===== src/rtl/fetch_stage_if.sv =====
// rtl/fetch_stage_if.sv - fetch stage control, imem and IF/ID signal bundle
//
// Groups every non-clock/reset signal of fetch_stage.
//   master : fetch stage side (drives imem request and IF/ID outputs)
//   slave  : environment side (decode control, instruction memory)
// Signals:
//   stall_i        decode cannot accept; IF/ID holds
//   redirect_i     branch/JAL taken; flush and refetch
//   redirect_pc_i  redirect target (low two bits ignored)
//   imem_req_o     one-cycle fetch request pulse
//   imem_addr_o    fetch address, always equal to the PC
//   imem_rdata_i   fetched instruction
//   imem_rvalid_i  one-cycle response strobe
//   id_valid_o     IF/ID holds a valid instruction
//   id_instr_o     IF/ID instruction word
//   id_pc_o        IF/ID instruction address
interface fetch_stage_if;
  logic        stall_i;
  logic        redirect_i;
  logic [31:0] redirect_pc_i;
  logic        imem_req_o;
  logic [31:0] imem_addr_o;
  logic [31:0] imem_rdata_i;
  logic        imem_rvalid_i;
  logic        id_valid_o;
  logic [31:0] id_instr_o;
  logic [31:0] id_pc_o;

  modport master (
    input  stall_i, redirect_i, redirect_pc_i, imem_rdata_i, imem_rvalid_i,
    output imem_req_o, imem_addr_o, id_valid_o, id_instr_o, id_pc_o
  );

  modport slave (
    output stall_i, redirect_i, redirect_pc_i, imem_rdata_i, imem_rvalid_i,
    input  imem_req_o, imem_addr_o, id_valid_o, id_instr_o, id_pc_o
  );
endinterface


===== src/rtl/fetch_stage.sv =====
// rtl/fetch_stage.sv - instruction fetch stage with IF/ID pipeline register
//
// Owns the PC, issues single-outstanding requests to instruction memory and
// delivers instruction/PC pairs to decode. Handles decode stall, branch/jump
// redirect and squashing of a fetch that is in flight at redirect time.
// Ports:
//   clk    clock, all state on rising edge
//   rst_n  asynchronous active-low reset
//   bus    fetch_stage_if.master (decode control, imem port, IF/ID outputs)
module fetch_stage #(
  parameter logic [31:0] RESET_PC  = 32'h0000_0000,
  parameter logic [31:0] NOP_INSTR = 32'h0000_0013
) (
  input  logic          clk,
  input  logic          rst_n,
  fetch_stage_if.master bus
);

  typedef enum logic [1:0] {IDLE, REQ, WAIT, HOLD} state_t;

  state_t      state;
  logic [31:0] pc;
  logic [31:0] buf_q;
  logic        squash;
  logic        req_q;
  logic        id_valid_q;
  logic [31:0] id_instr_q;
  logic [31:0] id_pc_q;

  logic [31:0] pc_next;
  logic [31:0] redirect_target;
  logic        load_en;
  logic [31:0] load_data;

  assign pc_next         = pc + 32'd4;
  assign redirect_target = {bus.redirect_pc_i[31:2], 2'b00};

  // An instruction enters IF/ID either straight from a non-squashed response
  // or from the holding buffer once decode stops stalling. Redirect wins.
  always_comb begin
    load_en   = 1'b0;
    load_data = buf_q;
    if (!bus.redirect_i) begin
      if (state == WAIT && bus.imem_rvalid_i && !squash && !bus.stall_i) begin
        load_en   = 1'b1;
        load_data = bus.imem_rdata_i;
      end else if (state == HOLD && !bus.stall_i) begin
        load_en = 1'b1;
      end
    end
  end

  always_ff @(posedge clk or negedge rst_n) begin
    if (!rst_n) begin
      state      <= IDLE;
      pc         <= RESET_PC;
      buf_q      <= 32'h0;
      squash     <= 1'b0;
      req_q      <= 1'b0;
      id_valid_q <= 1'b0;
      id_instr_q <= NOP_INSTR;
      id_pc_q    <= 32'h0;
    end else begin
      // Request is a registered pulse, raised only on entry to REQ.
      req_q <= 1'b0;
      if (bus.redirect_i) begin
        id_valid_q <= 1'b0;
        id_instr_q <= NOP_INSTR;
        pc         <= redirect_target;
        unique case (state)
          REQ: begin
            // The request at the old PC is already on the bus this cycle;
            // its response must be dropped.
            squash <= 1'b1;
            state  <= WAIT;
          end
          WAIT: begin
            if (bus.imem_rvalid_i) begin
              squash <= 1'b0;
              state  <= REQ;
              req_q  <= 1'b1;
            end else begin
              squash <= 1'b1;
            end
          end
          default: begin
            // IDLE or HOLD: nothing outstanding, any buffered word is stale.
            state <= REQ;
            req_q <= 1'b1;
          end
        endcase
      end else begin
        if (load_en) begin
          id_valid_q <= 1'b1;
          id_instr_q <= load_data;
          id_pc_q    <= pc;
          pc         <= pc_next;
        end else if (!bus.stall_i) begin
          id_valid_q <= 1'b0;
          id_instr_q <= NOP_INSTR;
        end

        unique case (state)
          IDLE: begin
            state <= REQ;
            req_q <= 1'b1;
          end
          REQ: begin
            state <= WAIT;
          end
          WAIT: begin
            if (bus.imem_rvalid_i) begin
              if (squash) begin
                squash <= 1'b0;
                state  <= REQ;
                req_q  <= 1'b1;
              end else if (!bus.stall_i) begin
                state <= REQ;
                req_q <= 1'b1;
              end else begin
                buf_q <= bus.imem_rdata_i;
                state <= HOLD;
              end
            end
          end
          HOLD: begin
            if (!bus.stall_i) begin
              state <= REQ;
              req_q <= 1'b1;
            end
          end
          default: begin
            state <= IDLE;
          end
        endcase
      end
    end
  end

  assign bus.imem_req_o  = req_q;
  assign bus.imem_addr_o = pc;
  assign bus.id_valid_o  = id_valid_q;
  assign bus.id_instr_o  = id_instr_q;
  assign bus.id_pc_o     = id_pc_q;

endmodule


===== src/flat_wrapper.sv =====
// flat-port wrapper written by rule: the top's interface ports become plain ports
module fetch_stage_flat 
#(
  parameter logic [31:0] RESET_PC  = 32'h0000_0000,
  parameter logic [31:0] NOP_INSTR = 32'h0000_0013
)
  (clk, rst_n, bus_stall_i, bus_redirect_i, bus_redirect_pc_i, bus_imem_rdata_i, bus_imem_rvalid_i, bus_imem_req_o, bus_imem_addr_o, bus_id_valid_o, bus_id_instr_o, bus_id_pc_o);
  fetch_stage_if bus_i ();
  input  logic clk;
  input  logic rst_n;
  input wire logic [$bits(bus_i.stall_i)-1:0] bus_stall_i;
  input wire logic [$bits(bus_i.redirect_i)-1:0] bus_redirect_i;
  input wire logic [$bits(bus_i.redirect_pc_i)-1:0] bus_redirect_pc_i;
  input wire logic [$bits(bus_i.imem_rdata_i)-1:0] bus_imem_rdata_i;
  input wire logic [$bits(bus_i.imem_rvalid_i)-1:0] bus_imem_rvalid_i;
  output wire logic [$bits(bus_i.imem_req_o)-1:0] bus_imem_req_o;
  output wire logic [$bits(bus_i.imem_addr_o)-1:0] bus_imem_addr_o;
  output wire logic [$bits(bus_i.id_valid_o)-1:0] bus_id_valid_o;
  output wire logic [$bits(bus_i.id_instr_o)-1:0] bus_id_instr_o;
  output wire logic [$bits(bus_i.id_pc_o)-1:0] bus_id_pc_o;
  assign bus_i.stall_i = bus_stall_i;
  assign bus_i.redirect_i = bus_redirect_i;
  assign bus_i.redirect_pc_i = bus_redirect_pc_i;
  assign bus_i.imem_rdata_i = bus_imem_rdata_i;
  assign bus_i.imem_rvalid_i = bus_imem_rvalid_i;
  assign bus_imem_req_o = bus_i.imem_req_o;
  assign bus_imem_addr_o = bus_i.imem_addr_o;
  assign bus_id_valid_o = bus_i.id_valid_o;
  assign bus_id_instr_o = bus_i.id_instr_o;
  assign bus_id_pc_o = bus_i.id_pc_o;
  fetch_stage #(.RESET_PC(RESET_PC), .NOP_INSTR(NOP_INSTR)) u_core (.clk(clk), .rst_n(rst_n), .bus(bus_i));
endmodule

===== config.mk =====
export PLATFORM = sky130hd
export DESIGN_NAME = fetch_stage_flat
export DESIGN_NICKNAME = d
export VERILOG_FILES = /design/src/rtl/fetch_stage_if.sv /design/src/rtl/fetch_stage.sv /design/src/flat_wrapper.sv
export SDC_FILE = /design/constraint.sdc
export NUM_CORES = 1
export LEC_CHECK = 0
export ABC_AREA = 1
export CAP_MARGIN = 20
export CORE_AREA = 2 2 137 139
export CTS_CLUSTER_SIZE = 8
export DETAILED_ROUTE_END_ITERATION = 10
export DIE_AREA = 0 0 139 141
export GPL_ROUTABILITY_DRIVEN = 0
export HOLD_SLACK_MARGIN = 0.15
export MAX_ROUTING_LAYER = met4
export PLACE_DENSITY = 0.66
export SETUP_SLACK_MARGIN = 0.15
export SLEW_MARGIN = 10
export SYNTH_ARGS = -nofsm -noshare
export SYNTH_HDL_FRONTEND = slang
export SYNTH_SLANG_ARGS = --single-unit

===== constraint.sdc =====
create_clock -name clk -period 2 [get_ports clk]
set_input_delay 0.4 -clock clk [delete_from_list [all_inputs] [get_ports clk]]
set_output_delay 0.4 -clock clk [all_outputs]
set_load 0.05 [all_outputs]

==> key figures, run 1 <==
Run status
  • Status: finished, final reports clean

Synth
  • Flops & latches, synth: 129
  • Post-synthesis cell type count: 32
  • Commonest cells post-synth: 260 x nand2_1, 126 x dfrtp_1, 112 x o21ai_0
  • Post-synth top area share: about half
  • Dominant cell type by area after synthesis: dfrtp_1
  • Gate Count Post-Synth: 798
  • Synth top area cells: dfrtp_1 51%, nand2_1 16%, o21ai_0 9.0%
  • Post-synth EDFFs: 0
  • Seq/Total Area, Yosys: approximately half
  • Yosys warns: 0
  • Mean Syn Cell Area: slightly below 8 sq um
  • Synthesized area: between 6000 and 7000 sq um
  • Count leader, synth: nand2_1
  • Primary FF master, synth: dfrtp_1
  • Asr flop ratio synth: 100%

GRT
  • Vias in the first global route: 5640
  • Largest net degree at the start of global routing: a little over 60
  • Remaining Overflow, GRT: 0
  • Initial antenna violation count: 0
  • Total GRT Usage: between 10% and 20%
  • First-pass GRT wire length: slightly below 30000 microns

Setup path
  • Max FO, Critical Path: 4
  • Worst Path Required: between 1.5 and 2 ns
  • Worst setup path start: u_core.bus.imem_addr_o[9]$_DFFE_PN0P_
  • Cell family with most CP delay: buffers and inverters
  • CP bufs+invs: 1
  • Startpoint Class: register
  • Slowest cell on crit path: dlygate4sd2_1
  • Critical Path Sink Type: output pin
  • Critical Path Max Stage Delay: approximately 0.56 ns
  • CP Cell Sequence: dlygate4sd2_1
  • WP data arrival: 1.38 ns
  • RR Startpoint: u_core.bus.imem_addr_o[3]$_DFFE_PN0P_
  • Setup Crit Path Kind: reg2out

Power and ir drop
  • Clock power frac: slightly below 30%
  • Reg power frac: 34.5%
  • Net Sw Power: between 0.004 and 0.005 W
  • P_int: around 0.0064 W
  • Sw Share: 40.3%
  • Peak VDD IR: between 0.0007 and 0.0008 V
  • Lkg Pwr: roughly 4.3 nW
  • Pwr dens: 1230 nW/um^2
  • Combinational share of power: between 30% and 40%

CTS
  • Clock Latency Late Sink: around 0.42 ns
  • TritonCTS buffer count: 17
  • CTS H-Tree Depth: 4
  • Worst-path clk slew: roughly 0.050 ns
  • CTS tree: built
  • CTS Sinks: ~130
  • Clock tree buffer depth: 2
  • Root Buffer: clkbuf_16

Detailed routing
  • WL per Instance: approximately 14 microns
  • DR pass1 iterations: 5
  • ANT nets after route: 0
  • # DRC: 0
  • Initial drt markers: 387
  • Via count: 5757
  • Wirelength, routed: ~18000 microns
  • Via density: approximately 4.7

Final layout
  • Final Util: 48.1%
  • Diode count: 0
  • Area Overhead vs Synth: 41.4%
  • Final net count: about 1000
  • Share of cells above drive strength 1: 13.8%

Min path
  • Worst Hold Class: reg2reg
  • Source of the worst hold timing path: u_core.bus.id_pc_o[11]$_DFFE_PN0P_

STA
  • Final hold vios: 0
  • Clk_skew: 0.00733 ns
  • Fmax: ~560 MHz
  • Max-slew headroom: about 62%
  • Max-slew violations: 0
  • Fin crit period: approximately 1.8 ns
  • Final Cycle Share: around 89%
  • RSZ-0062 raised after global routing: yes
  • Final worst slack: approximately 0.22 ns
  • Final setup viols: 0
  • Measured slew at the worst slew-check pin: 0.565 ns

Floorplan
  • Placement row count: 50
  • Initial Util: 34.1%
  • Core Footprint: about 18000 sq um
  • Chip height: 141 microns
  • Width of the chip: 139 microns
  • IO Pins: roughly 170
  • Die Area: roughly 20000 sq um

Placement
  • Post-place setup slack: -0.0459 ns
  • Post-DP HPWL: roughly 13000 microns
  • IO buf count: 160

Run
  • Max cap viols: 0
## routing by layer
| layer | global-route usage [%] | up-vias | routed length (microns) |
|---|---|---|---|
| li1 | - | 2892 | - |
| met1 | 24.5 | 2697 | 8130 |
| met2 | 30.4 | 143 | 8450 |
| met3 | 3.23 | 25 | 704 |
| met4 | 7.81 | 0 | 357 |
| met5 | - | - | 0 |
## layout by cell type, fill, tap and decap left out, types with 2 or more instances in the layout
cell	count
nand2_1	259
xor2_1	8
dfstp_2	3
clkdlybuf4s50_1	65
nor2_2	5
dfrtp_2	2
buf_12	11
nand3_1	34
o22ai_1	2
mux2_2	3
o211ai_1	5
nand2_2	5
dfrtp_1	124
clkinv_4	5
a31oi_1	3
a21oi_1	16
inv_1	75
nor2_1	60
inv_2	2
nor2_4	2
bufinv_16	3
clkinv_2	3
clkinvlp_4	2
ha_1	3
conb_1	4
nand2_4	2
nand3b_1	3
nor3_2	2
nor3_1	3
buf_4	65
o21ai_1	26
dlygate4sd2_1	51
clkbuf_16	17
o21ai_0	104
## final timing paths
kind	slack (ns)	endpoint	cells past startpoint
worst max-delay path	0.22	bus_imem_addr_o[9]	1
min in group asynchronous	0.51	u_core.buf_q[18]$_DFFE_PN0P_	2
worst min-delay path	0.47	u_core.bus.id_pc_o[11]$_DFFE_PN0P_	2
worst max register to register	0.24	u_core.bus.imem_addr_o[30]$_DFFE_PN0P_	9
worst min register to register	0.47	u_core.bus.id_pc_o[11]$_DFFE_PN0P_	2
max in group asynchronous	0.87	u_core.bus.id_instr_o[1]$_DFFE_PN1P_	3
## state kept, by name (all words and copies together) (netlist names)
signal and cells:
u_core.bus.id_instr_o 32, u_core.state 2, u_core.squash 1, u_core.bus.id_valid_o 1
u_core.bus.imem_addr_o 30, u_core.bus.imem_req_o 1, u_core.bus.id_pc_o 30, u_core.buf_q 32
## final cells by class
class	count	area [sq um]
fill	1791	9470
sequential	129	3230
multi-input combinational	555	2540
timing repair buffer	194	1830
clock buffer	18	439
inverter	79	299
tap	234	293
clock inverter	13	164
## through the flow
| step | area, sq um | std cells | hold WS, ns | TNS (ns) | power [W] |
|---|---|---|---|---|---|
| after detailed placement | 8170 | 1185 | 0.429 | -0.0778 | 0.00777 |
| after global placement | 8170 | 1185 | 0.426 | 0 | 0.00771 |
| final | 8790 | 1222 | 0.475 | 0 | 0.0108 |
| after CTS | 8720 | 1217 | 0.481 | 0 | 0.0108 |
| after global routing | 8790 | 1222 | 0.498 | 0 | 0.0114 |
| after floorplan | 6230 | 801 | 0.104 | 0 | 0.00627 |
## power by group through the flow
stage | sequential, W | clock [W] | combinational, W
after global placement | 0.00375 | 0 | 0.00396
final | 0.00372 | 0.00317 | 0.00389
after floorplan | 0.00519 | 0 | 0.00108
after global routing | 0.00381 | 0.00335 | 0.00420
after detailed placement | 0.00376 | 0 | 0.00401
after CTS | 0.00372 | 0.00323 | 0.00388
## repair_timing
action,in CTS,in global routing
hold endpoints to repair,32,0
buffers inserted,0,5
hold buffers,1,0
endpoints found under the setup margin,51,58
resized for setup,51,19
pin swaps,0,1
## logic make-up (layout without fill, tap and decap cells)
group	after synthesis	in the layout	synth area share, %
flops	129	129	52.0
simple gates	379	379	24.7
buf+inv	117	304	7.88
other cells	1	4	0.0603
mux	3	3	0.543
xor+xnor	8	8	1.13
fa+ha+maj	4	4	0.805
compound gates	157	157	13.0
(Power assumes the default switching activity.)
==> inputs of run 2 (changes only) <==
==> constraint.sdc (replaced) <==
create_clock -name clk -period 2.3 [get_ports clk]
set_input_delay 0.46 -clock clk [delete_from_list [all_inputs] [get_ports clk]]
set_output_delay 0.46 -clock clk [all_outputs]
set_load 0.05 [all_outputs]
==> run 2 against run 1 <==
  * Combinational power is 12% lower
  * Via count is 0.96% higher
  * Clock skew is 0.0012 ns higher
  * Clock power is 11% lower
  * Setup slack worse by 0.021 ns
  * Sequential cell count stayed put
  * Sequential power is 13% lower
  * Die area stayed put
  * Routed wire length is 2.7% higher
==> key figures, run 2 (synthesized netlist as in run 1, its figures left out) <==
Final layout
  • Most frequent cells in the layout: 260 x nand2_1, 129 x clkdlybuf4s50_1, 126 x dfrtp_1 (was 259 x nand2_1, 124 x dfrtp_1, 104 x o21ai_0)
  • Share of cells above drive strength 1: 7.65% (was 13.8%)
  • Final Util: 48.0% (was 48.1%)
  • Leading cell type in the layout, fill and taps excluded: nand2_1 (unchanged)
  • Area Overhead vs Synth: 40.9% (was 41.4%)
  • Final net count: 1041 (was 1049)
  • Final cell count without fillers: 1215 (was 1222)
  • Fillers: 1801 (was 1791)
  • Diode count: 0 (unchanged)

STA
  • Max-slew headroom: 59.2% (was 62.4%)
  • Hold Worst Slack: 0.478 ns (was 0.475 ns)
  • Fin crit period: ~2.1 ns
  • Final setup viols: 0 (unchanged)
  • Final hold vios: 0 (unchanged)
  • Setup TNS: 0 ns (unchanged)
  • Final worst slack: 0.196 ns (was 0.217 ns)
  • Final Cycle Share: about nine tenths
  • Measured slew at the worst slew-check pin: 0.610 ns (was 0.565 ns)
  • Clk_skew: 0.00852 ns (was 0.00733 ns)
  • Fmax: between 400 and 500 MHz
  • RSZ-0062 raised after global routing: no (was yes)
  • Max-slew violations: 0 (unchanged)

Run
  • Max cap viols: 0 (unchanged)

Setup path
  • Critical Path Max Stage Delay: 0.83 ns (was 0.56 ns)
  • CP bufs+invs: 1 (unchanged)
  • Critical Path Sink Type: output pin (unchanged)
  • WP data arrival: 1.64 ns (was 1.38 ns)
  • Setup Crit Path Kind: reg2out (unchanged)
  • CP Cell Sequence: clkdlybuf4s50_1 (was dlygate4sd2_1)
  • Critical path depth: 1 (unchanged)
  • Cell family with most CP delay: buffers and inverters (unchanged)
  • Slowest cell on crit path: clkdlybuf4s50_1 (was dlygate4sd2_1)
  • Startpoint Class: register (unchanged)
  • Worst Path Required: 1.84 ns (was 1.60 ns)
  • Flop-to-flop setup slack: 0.28 ns (was 0.24 ns)
  • Max FO, Critical Path: 4 (unchanged)
  • R2R depth: 11 (was 9)

Power and ir drop
  • Net Sw Power: 0.00380 W (was 0.00435 W)
  • Lkg Pwr: 4.09 nW (was 4.29 nW)
  • Combinational share of power: 36.2% (was 36.1%)
  • P_int: 0.00570 W (was 0.00644 W)
  • Clock power frac: 29.7% (was 29.4%)
  • Pwr dens: 1080 nW/um^2 (was 1230 nW/um^2)
  • Peak VDD IR: 0.000841 V (was 0.000742 V)
  • Sw Share: 40.0% (was 40.3%)
  • Reg power frac: 34.1% (was 34.5%)

Placement
  • Placed cells: 1182 (was 1185)
  • IO buf count: 160 (unchanged)
  • Post-DP HPWL: 12900 microns (about the same)
  • Post-place setup slack: 0.0458 ns (was -0.0459 ns)

Detailed routing
  • WL per Instance: 14.9 microns (was 14.4 microns)
  • DR pass1 iterations: 5 (unchanged)
  • Metal-1 WL: 8290 microns (was 8130 microns)
  • DR WL met3: 914 microns (was 704 microns)
  • Wirelength, routed: 18100 microns (was 17600 microns)
  • ANT nets after route: 0 (unchanged)
  • Initial drt markers: 410 (was 387)
  • # DRC: 0 (unchanged)
  • WL met2: 8450 microns (about the same)
  • DR top layer: met4 (unchanged)
  • Via density: 4.78 (was 4.71)
  • Via count: 5812 (was 5757)

CTS
  • CTS Sinks: 129 (unchanged)
  • CTS H-Tree Depth: 4 (unchanged)
  • Root Buffer: clkbuf_16 (unchanged)
  • Worst-path clk slew: 0.06 ns (was 0.05 ns)
  • Clock tree buffer depth: 2 (unchanged)
  • Clock Latency Late Sink: 0.42 ns (about the same)
  • TritonCTS buffer count: 17 (unchanged)
  • CTS tree: built (unchanged)

Min path
  • Worst Hold Class: reg2reg (unchanged)
  • Hold Crit Depth: 2 (unchanged)

GRT
  • Remaining Overflow, GRT: 0 (unchanged)
  • Initial antenna violation count: 0 (unchanged)
  • Largest net degree at the start of global routing: 62 (unchanged)
  • First-pass GRT wire length: 29100 microns (was 28900 microns)
  • Vias in the first global route: 5533 (was 5640)
  • Total GRT Usage: 19.3% (was 19.2%)

Floorplan
  • IO Pins: 167 (unchanged)
  • Core Footprint: 18300 sq um (unchanged)
  • Chip height: 141 microns (unchanged)
  • Die Area: 19600 sq um (unchanged)
  • Initial Util: 34.1% (unchanged)
  • Placement row count: 50 (unchanged)
  • Width of the chip: 139 microns (unchanged)

Run status
  • Status: finished, final reports clean (unchanged)
run 2: final timing paths:
kind | start | endpoint
min | u_core.bus.id_valid_o$_DFFE_PN0P_ | u_core.bus.id_valid_o$_DFFE_PN0P_
max reg2reg | u_core.state[0]$_DFFE_PN0P_ | u_core.bus.imem_addr_o[17]$_DFFE_PN0P_
min reg2reg | u_core.bus.id_valid_o$_DFFE_PN0P_ | u_core.bus.id_valid_o$_DFFE_PN0P_
max in group asynchronous | rst_n | u_core.bus.id_instr_o[4]$_DFFE_PN1P_
min in group asynchronous | rst_n | u_core.bus.id_pc_o[21]$_DFFE_PN0P_
max | u_core.bus.imem_addr_o[13]$_DFFE_PN0P_ | bus_imem_addr_o[13]
run 2: final cells by class:
class | instances | area [sq um] | area share, %
inverters | 79 | 298 | 3.40
well taps | 234 | 293 | 3.34
multi-input cells | 555 | 2510 | 28.6
flip-flops and latches | 129 | 3230 | 36.9
repair buffers | 186 | 1820 | 20.8
clock buffers | 20 | 457 | 5.21
clock inverters | 12 | 158 | 1.80
run 2: routing by layer:
layer  global-route usage [%]  vias to the layer above
met1                     25.3                     2732
li1                         -                     2869
met4                     7.76                        0
met3                     3.13                       30
met5                        -                        -
met2                     30.2                      181
run 2: stage by stage:
stage | instance area (sq um) | power [W]
after global routing | 8770 | 0.00997
after detailed placement | 8160 | 0.00678
final | 8770 | 0.00950
after floorplan | 6230 | 0.00545
after global placement | 8160 | 0.00673
after CTS | 8750 | 0.00958
run 2: power by group through the flow:
stage	sequential (W)	clock [W]	combinational, W
2_1_floorplan	0.00451	0	0.000938
3_3_place_gp	0.00326	0	0.00347
3_5_place_dp	0.00327	0	0.00351
4_1_cts	0.00324	0.00288	0.00347
5_1_grt	0.00332	0.00297	0.00368
6_report	0.00324	0.00282	0.00344
run 2: what timing repair did:
item / CTS / global route
hold buffers: 1 / 0
setup buffers: 0 / 0
resized for setup: 23 / 7
hold endpoints to repair: 46 / 0
endpoints found under the setup margin: 23 / 7
==> RTL edit (config.mk and constraints of run 1) <==
Reset style: synchronous (`rst_n`), changed in one clocked block. Comments in the files are not updated.
--- a/src/rtl/fetch_stage.sv
+++ b/src/rtl/fetch_stage.sv
@@ -52,3 +52,3 @@
 
-  always_ff @(posedge clk or negedge rst_n) begin
+  always_ff @(posedge clk) begin
     if (!rst_n) begin
Behaviour: differs if rst_n is asserted again (counterexample within 4 cycles, from zero or initial values and one cycle with rst_n low); with rst_n held inactive, the same outputs for 4 cycles.
==> RTL edit against run 1 <==
  * Wire length up 1.3%
  * Maximum frequency down 1.6%
  * Non-clock buffer count increased by 5
  * Final cell count increased by 8.8%
  * Design area shrank 2.3%
  * Sequential share of layout area is 6.7 points lower
  * Synthesized area is 2.4% lower
  * Global-route usage is 0.27 points higher
  * Highest routed layer unchanged
  * Sequential cell count unchanged
  * Worst setup slack lost 0.029 ns
Power is not compared: it rests on default switching activity, and its combinational part moved more than twofold at a synthesized area within 25%.
==> RTL edit: results (changes against run 1) <==
Final Skew=0.009708 ns (+0.002382 ns); Min-Delay Path Class=input pin to register; worst setup path startpoint=u_core.bus.imem_addr_o[20]; endpoints failing hold=0 (unchanged); Syn Inst Count=912 (+14%); reg-to-reg endpoint=u_core.bus.imem_addr_o[30]; Distinct cells, synth=34 (+6.3%); final WL=17.88 mm (+1.3%); reported net switching power=1.821 mW; Design Area, Final=8592 um^2 (-2.3%); final hold slack=0.3091 ns (-0.1655 ns); first-pass GRT wire length=29.88 mm (+3.5%); total CTS buffers=17 (unchanged); worst r2r src=u_core.state[0]; layout cells sized above 1=12.14% (-1.6 points); CP arrival=1.41 ns (+0.03 ns); placed insts=1,298 (+9.5%); Post-synth top cells=nand2_1 (259), dfxtp_1 (129), nor2_1 (101); vias in the first global route=5,987 (+6.2%); Max-slew headroom=64.65% (+2.3 points); status=complete, no violations; Detailed Place HPWL=12.54 mm (-2.6%); CP max-delay cell=dlygate4sd2_1; ys async rst share=0% (-100 points); worst hold endpoint=u_core.squash; per-cell routed wire length=13.44 um (-6.9%); Seq/Total Area, Yosys=42.54% (-9.4 points); Crit path largest cell delay=0.56 ns (about the same); crit path capture=bus_imem_addr_o[20]; Metal-1 WL=8.390 mm (+3.2%); WL met3=1.055 mm (+50%); Hold Crit Start=rst_n; total track usage=19.42% (+0.27 points); pre-CTS worst setup slack=0.04842 ns (+0.09433 ns); drt first-iter violations=358 (-7.5%); hold path depth=3 (+1); Placed Instance Area=8077 um^2 (-1.2%); r2r worst-path depth=13 (+4); Vias per Instance=4.680 (-0.65%); largest cells by area after synthesis=dfxtp_1 (43%), nand2_1 (16%), o21ai_0 (7.4%); setup ws final=0.1881 ns (-0.02905 ns); largest net degree at the start of global routing=63 (+1.6%); R2R setup slack=0.34 ns (+0.10 ns); filler cell count=1,899 (+6.0%); met2 WL post-DR=8.082 mm (-4.4%)
[RTL edit: area by class of cell]
| cell class | count | area (um^2) | share of cell area, % |
|---|---|---|---|
| Inverter | 94 | 355.3 | 4.136 |
| Multi-Input combinational cell | 642 | 2894 | 33.68 |
| Timing Repair Buffer | 199 | 1881 | 21.89 |
| Clock inverter | 10 | 108.9 | 1.267 |
| Tap cell | 234 | 292.8 | 3.408 |
| Clock buffer | 22 | 474.2 | 5.519 |
| Sequential cell | 129 | 2586 | 30.10 |
[RTL edit: cell families (layout without fill, tap and decap cells)]
logic type / count (synthesis) / after routing / share of synthesized area [%]
AOI/OAI and AO/OA: 194 / 194 / 16.65
xor gates and xnor gates: 4 / 4 / 0.5772
adders and majority gates: 4 / 4 / 0.8244
buffers and inverters: 144 / 325 / 10.10
DFF: 129 / 129 / 42.54
other: 1 / 4 / 0.06177
and+or+nand+nor: 436 / 436 / 29.25
[RTL edit: repair_timing]
| item | CTS | global route |
|---|---|---|
| setup endpoints to repair | 61 | 6 |
| gates cloned | 0 | 0 |
| hold endpoints to repair | 0 | 0 |
| buffers inserted | 0 | 0 |
| gates resized for setup | 61 | 3 |
[RTL edit: worst register-to-register path: cells and delay by family (launching register included)]
kind	cells	cell delay, ns
AND/OR/NAND/NOR	8	0.59
flip-flops	1	0.36
buffers and inverters	4	0.37
adder cells (fa/ha/maj)	1	0.21
[RTL edit: power by group through the flow]
stage	logic, mW	clock network [mW]	registers, mW
floorplan	0.350	0	2.98
global placement	0.947	0	2.79
detailed placement	0.950	0	2.79
CTS	0.937	3.14	2.73
global route	1.01	3.26	2.75
finish	0.930	3.09	2.73
[RTL edit: metal layers]
metal	vias up	GRT usage, %
li1	3243	-
met1	2759	25.35
met2	197	30.65
met3	26	3.499
met4	0	6.326
met5	-	-
